## src/rtl/fetch_unit_if.sv

```systemverilog
// Fetch-stage bus: ROM port, instruction-register handshake, redirect and issue count.
// The fetch unit is the master; the ROM/decode/execute side is the slave.
interface fetch_unit_if #(
   parameter int WORD_WIDTH = 24,
   parameter int OPC_WIDTH  = 8,
   parameter int PC_WIDTH   = 16
);
   logic [PC_WIDTH-1:0]   rom_addr;
   logic [WORD_WIDTH-1:0] rom_data;
   logic                  ir_valid;
   logic                  ir_ready;
   logic [OPC_WIDTH-1:0]  ir_opcode;
   logic [15:0]           ir_operand;
   logic [PC_WIDTH-1:0]   ir_pc;
   logic                  jmp_taken;
   logic [PC_WIDTH-1:0]   jmp_target;
   logic [15:0]           icount;

   modport master (
      output rom_addr, ir_valid, ir_opcode, ir_operand, ir_pc, icount,
      input  rom_data, ir_ready, jmp_taken, jmp_target
   );

   modport slave (
      input  rom_addr, ir_valid, ir_opcode, ir_operand, ir_pc, icount,
      output rom_data, ir_ready, jmp_taken, jmp_target
   );
endinterface

```

## src/rtl/fetch_unit.sv

```systemverilog
// Two-state fetch/issue unit: one ROM read per FETCH, instruction held in ISSUE until accepted.
// Optional issue counter enabled by macro FETCH_ICOUNT_EN.
module fetch_unit #(
   parameter int                   WORD_WIDTH = 24,
   parameter int                   OPC_WIDTH  = 8,
   parameter int                   PC_WIDTH   = 16,
   parameter logic [OPC_WIDTH-1:0] RST_OPC    = '1
) (
   input  logic          clk,
   input  logic          rst,
   fetch_unit_if.master  bus
);
   localparam logic [0:0] S_FETCH = 1'b0;
   localparam logic [0:0] S_ISSUE = 1'b1;

   logic [0:0]           r_state;
   logic [PC_WIDTH-1:0]  r_pc;
   logic                 r_ir_valid;
   logic [OPC_WIDTH-1:0] r_opcode;
   logic [15:0]          r_operand;
   logic [PC_WIDTH-1:0]  r_ir_pc;
   logic                 w_hs;

   // ir_ready is only meaningful while an instruction is held
   assign w_hs = (r_state == S_ISSUE) && bus.ir_ready;

   always_ff @(posedge clk) begin
      if (rst) begin
         r_state    <= S_FETCH;
         r_pc       <= '0;
         r_ir_valid <= 1'b0;
         r_opcode   <= '0;
         r_operand  <= '0;
         r_ir_pc    <= '0;
      end else if (bus.jmp_taken) begin
         r_state    <= S_FETCH;
         r_pc       <= bus.jmp_target;
         r_ir_valid <= 1'b0;
      end else begin
         case (r_state)
            S_FETCH: begin
               r_opcode   <= bus.rom_data[WORD_WIDTH-1:16];
               r_operand  <= bus.rom_data[15:0];
               r_ir_pc    <= r_pc;
               r_ir_valid <= 1'b1;
               r_state    <= S_ISSUE;
            end
            default: begin
               if (w_hs) begin
                  r_pc       <= (r_opcode == RST_OPC) ? '0 : r_pc + 1'b1;
                  r_ir_valid <= 1'b0;
                  r_state    <= S_FETCH;
               end
            end
         endcase
      end
   end

   assign bus.rom_addr   = r_pc;
   assign bus.ir_valid   = r_ir_valid;
   assign bus.ir_opcode  = r_opcode;
   assign bus.ir_operand = r_operand;
   assign bus.ir_pc      = r_ir_pc;

`ifdef FETCH_ICOUNT_EN
   logic [15:0] r_icount;

   // A handshake counts even when a same-cycle jump discards the fall-through
   always_ff @(posedge clk) begin
      if (rst)       r_icount <= '0;
      else if (w_hs) r_icount <= r_icount + 16'd1;
   end

   assign bus.icount = r_icount;
`else
   assign bus.icount = '0;
`endif
endmodule

```

## src/flat_wrapper.sv

```systemverilog
// flat-port wrapper written by rule: the top's interface ports become plain ports
module fetch_unit_flat 
#(
   parameter int                   WORD_WIDTH = 24,
   parameter int                   OPC_WIDTH  = 8,
   parameter int                   PC_WIDTH   = 16,
   parameter logic [OPC_WIDTH-1:0] RST_OPC    = '1
)
  (clk, rst, bus_rom_addr, bus_ir_valid, bus_ir_opcode, bus_ir_operand, bus_ir_pc, bus_icount, bus_rom_data, bus_ir_ready, bus_jmp_taken, bus_jmp_target);
  fetch_unit_if #(.WORD_WIDTH(WORD_WIDTH), .OPC_WIDTH(OPC_WIDTH), .PC_WIDTH(PC_WIDTH)) bus_i ();
  input  logic clk;
  input  logic rst;
  output wire logic [$bits(bus_i.rom_addr)-1:0] bus_rom_addr;
  output wire logic [$bits(bus_i.ir_valid)-1:0] bus_ir_valid;
  output wire logic [$bits(bus_i.ir_opcode)-1:0] bus_ir_opcode;
  output wire logic [$bits(bus_i.ir_operand)-1:0] bus_ir_operand;
  output wire logic [$bits(bus_i.ir_pc)-1:0] bus_ir_pc;
  output wire logic [$bits(bus_i.icount)-1:0] bus_icount;
  input wire logic [$bits(bus_i.rom_data)-1:0] bus_rom_data;
  input wire logic [$bits(bus_i.ir_ready)-1:0] bus_ir_ready;
  input wire logic [$bits(bus_i.jmp_taken)-1:0] bus_jmp_taken;
  input wire logic [$bits(bus_i.jmp_target)-1:0] bus_jmp_target;
  assign bus_rom_addr = bus_i.rom_addr;
  assign bus_ir_valid = bus_i.ir_valid;
  assign bus_ir_opcode = bus_i.ir_opcode;
  assign bus_ir_operand = bus_i.ir_operand;
  assign bus_ir_pc = bus_i.ir_pc;
  assign bus_icount = bus_i.icount;
  assign bus_i.rom_data = bus_rom_data;
  assign bus_i.ir_ready = bus_ir_ready;
  assign bus_i.jmp_taken = bus_jmp_taken;
  assign bus_i.jmp_target = bus_jmp_target;
  fetch_unit #(.WORD_WIDTH(WORD_WIDTH), .OPC_WIDTH(OPC_WIDTH), .PC_WIDTH(PC_WIDTH), .RST_OPC(RST_OPC)) u_core (.clk(clk), .rst(rst), .bus(bus_i));
endmodule
```

## config.mk

```make
export PLATFORM = sky130hd
export DESIGN_NAME = fetch_unit_flat
export DESIGN_NICKNAME = d
export VERILOG_FILES = /design/src/rtl/fetch_unit_if.sv /design/src/rtl/fetch_unit.sv /design/src/flat_wrapper.sv
export SDC_FILE = /design/constraint.sdc
export NUM_CORES = 1
export LEC_CHECK = 0
export ABC_AREA = 1
export CORE_UTILIZATION = 42
export DETAILED_ROUTE_END_ITERATION = 6
export GPL_ROUTABILITY_DRIVEN = 0
export PLACE_DENSITY = 0.8
export SYNTH_ARGS = -nofsm -noshare
export SYNTH_HDL_FRONTEND = slang
export SYNTH_SLANG_ARGS = --single-unit
```

## constraint.sdc

```tcl
create_clock -name clk -period 2 [get_ports clk]
set_clock_uncertainty 0.2 [all_clocks]
set_input_delay 0.4 -clock clk [delete_from_list [all_inputs] [get_ports clk]]
set_output_delay 0.4 -clock clk [all_outputs]
set_load 0.05 [all_outputs]
```

==> metrics.yaml, run 1 <==
cp_max_fo: 6
drt-total-wl_mm: 7.39
final_net_count: 527
ys_seq_area_share_pct: 43.8
power_uw: 3190
insertion_delay_ns: 0.34
synthCells: 379
cp.arrival_ns: 1.79
syn_avg_cell_area_um2: 6.99
stdcell_count: 562
io_buffers: 100
hpwlAfterDp_mm: 5.35
root_buffer: "clkbuf_8"
worstSetupPathType: "reg -> reg"
worst_setup_path_end_kind: "flop"
drt_first_iter_violations: 169
whs_ns: 0.255
grt_pass1_vias: 2578
diodes: 0
r2r_cells: 9
yosys_warnings: 0
critical_path_required_ns: 2.07
setup_violations: 0
min_path_type: "reg -> reg"
syn_area_mm2: 0.00265
vias: 2844
fmax_mhz: 579
synth-edff-count: 0
p_leak_uw: 0.00169
wl_per_cell_um: 13.2
drv_cap: 0
route.detailed.drc: 0
synth_most_common_cell: "nor2_1"
grt_max_degree: 45
fin_setup_tns_ns: 0
areaGrowthSynthToFinish_pct: 42.1
numCtsBuffers: 9
pin_count: 117
vdd_drop_max_uv: 512
drive_above_1_share_pct: 18.5
cts_tree: "done"
ys_types: 22
cts_resized: 0
outcome: "finished clean"
hold_buffers: 0
viasPerCell: 5.06
finalCritPeriodShare_pct: 86.3
synth_top_area_cell: "dfxtp_1"
synthTopCellsByCount: "nor2_1 (67), nand2_1 (63), dfxtp_1 (58), o21ai_0 (57), inv_1 (33)"
coreArea_mm2: 0.00599
async_reset_ff_share_pct: 0
final_cell_area_mm2: 0.00377
hold_viol: 0
synth_seq_cells: 58
cts_max_level: 3
antenna_found_initial: 0
path_clk_slew_ns: 0.06
placedInstanceArea_mm2: 0.00356
synth_top_flop_cell: "dfxtp_1"
cts_setup_buffers: 0
synth_area_leaders: "dfxtp_1 (44%), o21ai_0 (11%), nor2_1 (9.5%), nand2_1 (8.9%), a21oi_1 (5.5%)"
finalCriticalPeriod_ns: 1.73
rsz0062_at_grt: "false"
ant_nets: 0
drt_first_pass_iters: 5
dieArea_mm2: 0.00663
track_usage_pct: 23.3
clock_path_buffers: 2
die_w_um: 81.4
startpoint_type: "flop"
grt_pass1_wl_mm: 11.6
clock_sinks: 58
whs_path_depth: 2
initial_core_util_pct: 44.2
overflow: 0
place_inst: 546
slew_violations: 0
num_rows: 28
p_per_area_mw_per_mm2: 846
fp.dieH_um: 81.4
synth_top_area_share_pct: 43.8
[cells by family (layout without fill, tap and decap cells)]
logic type	after synthesis	count (layout)	synth area share (%)
AND/OR/NAND/NOR	160	160	25.4
AO/OA/AOI/OAI	90	90	17.1
buffers and inverters	68	161	12.7
flip-flops	58	58	43.8
adder cells (fa/ha/maj)	1	1	0.472
other	1	16	0.142
XOR/XNOR	1	1	0.331
[critical path, cell delays in order (launching register included)]
cell and delay (ns):
dfxtp_1 0.43, ha_1 0.23, nand2_1 0.13, nor2_4 0.19, nand2_2 0.09, inv_2 0.07
nand2_1 0.05, nand2_1 0.07, nand3_1 0.06, a21oi_1 0.13
[cell type report]
cell class	instances	area [um2]
clock buffers	15	196
clock inverters	1	5.00
fillers	544	2220
inverters	35	131
multi-input cells	268	1210
flip-flops and latches	58	1160
well taps	75	93.8
repair buffers	110	971
[through the flow]
step | setup WS [ns] | utilization, %
6_report | 0.273 | 62.9
4_1_cts | 0.279 | 62.9
5_1_grt | 0.158 | 62.9
3_3_place_gp | 0.0974 | 59.5
2_1_floorplan | 0.0798 | -
3_5_place_dp | 0.0457 | 59.5
[where the power goes]
group / total (uW) / internal (uW) / switching (uW)
sequential: 1310 / 1240 / 64.9
combinational: 813 / 260 / 553
clock: 1070 / 618 / 450
[worst paths after layout]
path                     startpoint                 endpoint  slack, ns
max          u_core.bus.rom_addr[1]  u_core.bus.rom_addr[14]       0.27
min             u_core.bus.ir_valid      u_core.bus.ir_valid       0.25
max reg2reg  u_core.bus.rom_addr[1]  u_core.bus.rom_addr[14]       0.27
min reg2reg     u_core.bus.ir_valid      u_core.bus.ir_valid       0.25
[flip-flops by register name, indices dropped and copies added, names as in the netlist]
register               count
u_core.bus.ir_operand     16
u_core.bus.ir_opcode       8
u_core.r_state             1
u_core.bus.ir_pc          16
u_core.bus.ir_valid        1
u_core.bus.rom_addr       16
[cell usage in the layout (no fill, tap or decap), types with 10 or more instances in the layout]
master           Yosys  layout
nor2_1              67      67
buf_4               16      64
nand2_1             63      63
dfxtp_1             58      58
o21ai_0             57      57
clkdlybuf4s50_1      0      43
inv_1               33      33
a21oi_1             29      29
conb_1               1      16
clkbuf_8             0      14
nand3_1             12      12
nand4_1             10      10
[layer usage]
layer / wire [um] / share of wire, % / up-vias / track usage (%)
li1: - / - / 1400 / -
met3: 596 / 8.1 / 17 / 6.44
met2: 3450 / 47 / 126 / 36.9
met4: 204 / 2.8 / 0 / 14.5
met1: 3140 / 42 / 1301 / 27.7
met5: 0 / 0 / - / 0
Note: power is estimated with default switching activity, not from simulation.
==> inputs of run 2 (changes only) <==
Settings changed: ABC_CLOCK_PERIOD_IN_PS from default to 2000.
==> results of run 2 <==
No change in the layout: final DEF, timing and power equal those of run 1.
==> inputs of run 3 (changes only) <==
==> constraint.sdc (replaced) <==
create_clock -name clk -period 2 [get_ports clk]
set_clock_uncertainty 0.2 [all_clocks]
set_input_delay 0.4 -clock clk [delete_from_list [all_inputs] [get_ports clk]]
set_output_delay 0.4 -clock clk [all_outputs]
set_load 0.01 [all_outputs]
==> run 3 against run 2 <==
Combinational power fell by 33%. Non-clock buffer count did not move. Largest cell class unchanged. Global-route usage increased by 0.74 points. Highest routed layer unchanged. Utilization up 2.2 points. Die area did not move. Worst setup slack worse by 0.22 ns.
==> metrics.yaml, run 3 (synthesis gave the netlist of run 1 again) <==
worstSetupPathDepth: 1
coreArea_mm2: 0.00599
diodes: 0
setup_violations: 0
startpoint_type: "flop"
r2r_cells: 9
stdcell_count: 562
drv_cap: 0
drt_first_iter_violations: 260
power_uw: 2840
viasPerCell: 5.12
cts_max_level: 3
io_buffers: 100
seq_power_share_pct: 45.9
wl_per_cell_um: 13.1
path_cells: "clkdlybuf4s50_1"
final_cell_area_mm2: 0.00389
critical_path_required_ns: 1.40
root_buffer: "clkbuf_8"
reg2reg_to: "u_core.bus.rom_addr[14]"
hold_buffers: 0
placedInstanceArea_mm2: 0.00371
worst_setup_path_end_kind: "primary output"
dieArea_mm2: 0.00663
hpwlAfterDp_mm: 5.30
ant_nets: 0
antenna_found_initial: 0
path_clk_slew_ns: 0.07
ff2ff_setup_slack_ns: 0.34
num_rows: 28
grt_pass1_vias: 2683
critPathMaxStageDelay_ns: 0.58
worstSetupPathType: "reg -> out"
slew_violations: 0
track_usage_pct: 24.0
final_common_cell: "clkdlybuf4s50_1"
outcome: "finished clean"
pin_count: 117
route.detailed.drc: 0
crit_start: "u_core.bus.rom_addr[6]"
switching_share_pct: 26.9
hold_viol: 0
cp.arrival_ns: 1.34
initial_core_util_pct: 44.2
p_int_uw: 2080
drt_first_pass_iters: 6
drive_above_1_share_pct: 7.39
clock_sinks: 58
fp.dieH_um: 81.4
fmax_mhz: 515
hold_start: "u_core.bus.ir_valid"
grt_pass1_wl_mm: 11.9
slowest_stage: "clkdlybuf4s50_1"
die_w_um: 81.4
crit_buf_inv: 1
numCtsBuffers: 9
areaGrowthSynthToFinish_pct: 47.0
combPwrFrac_pct: 19.2
endpoint: "bus_rom_addr[6]"
p_leak_uw: 0.00159
layout_common_cells: "clkdlybuf4s50_1 (100), nor2_1 (67), nand2_1 (63)"
grt_max_degree: 45
clock_path_buffers: 2
finalCriticalPeriod_ns: 1.94
insertion_delay_ns: 0.33
final_net_count: 527
fin_util_pct: 65.0
min_path_type: "reg -> reg"
vias: 2877
cp_max_fo: 5
cpLargestDelayFamily: "buffers and inverters"
power.switching_uw: 764
cts_tree: "done"
r2r-start: "u_core.bus.rom_addr[1]"
p_per_area_mw_per_mm2: 730
cts_setup_buffers: 0
clockPowerShare_pct: 34.9
finalCritPeriodShare_pct: 97.1
rsz0062_at_grt: "false"
place_inst: 546
vdd_drop_max_uv: 500
drt-total-wl_mm: 7.37
overflow: 0
fin_setup_tns_ns: 0
==> run 3: cell count changes in the layout (fill, tap and decap cells not counted) <==
cell / previous run / this run
clkinv_2: 1 / 2
buf_4: 64 / 7
dfxtp_1: 58 / 54
clkdlybuf4s50_1: 43 / 100
dfxtp_2: 0 / 4
clkbuf_1: 1 / 2
clkbuf_8: 14 / 12
==> run 3: worst min path at each step <==
stage	end	depth (start not counted)
2_1_floorplan	u_core.bus.ir_valid	2
3_3_place_gp	u_core.bus.ir_valid	2
3_5_place_dp	u_core.bus.ir_valid	2
4_1_cts	u_core.bus.ir_valid	2
5_1_grt	u_core.bus.ir_valid	2
6_report	u_core.bus.ir_valid	2
==> run 3: layout make-up <==
type                    instances  area (um2)
repair buffers                110        1110
clock inverters                 2        10.0
inverters                      35         131
flip-flops and latches         58        1170
fillers                       531        2100
clock buffers                  14         173
multi-input cells             268        1210
well taps                      75        93.8
==> run 3: routing by layer <==
layer  global-route usage, %  wire [um]  part of all wire [%]
met3                    8.33        815                    11
met1                    28.9       2980                    40
met4                    13.0        195                   2.6
met5                       0          0                     0
met2                    37.3       3370                    46
==> run 3: worst reg2reg max path: cells and delay by family (launching register included) <==
family / cells / cell delay (ns)
adder cells (fa/ha/maj): 1 / 0.22
AND/OR/NAND/NOR: 6 / 0.59
flip-flops: 1 / 0.39
AO/OA/AOI/OAI: 1 / 0.12
buffers and inverters: 1 / 0.08
==> run 3: power groups by stage <==
stage          clock network, uW  registers (uW)  logic [uW]
6_report                     993            1310         545
5_1_grt                     1070            1310         602
4_1_cts                     1010            1300         546
3_5_place_dp                   0            1330         542
3_3_place_gp                   0            1320         533
2_1_floorplan                  0            1360         216
==> run 3: metrics by stage <==
stage | setup slack, ns | hold slack (ns)
2_1_floorplan | 0.444 | 0.267
3_3_place_gp | 0.0951 | 0.242
3_5_place_dp | 0.0673 | 0.245
4_1_cts | 0.00848 | 0.256
5_1_grt | 0.00970 | 0.283
6_report | 0.0580 | 0.246
==> run 3: timing repair <==
| action | 4_1_cts | 5_1_grt |
|---|---|---|
| setup endpoints to repair | 0 | 4 |
| endpoints found under the hold margin | 0 | 0 |
| resized for setup | 0 | 4 |
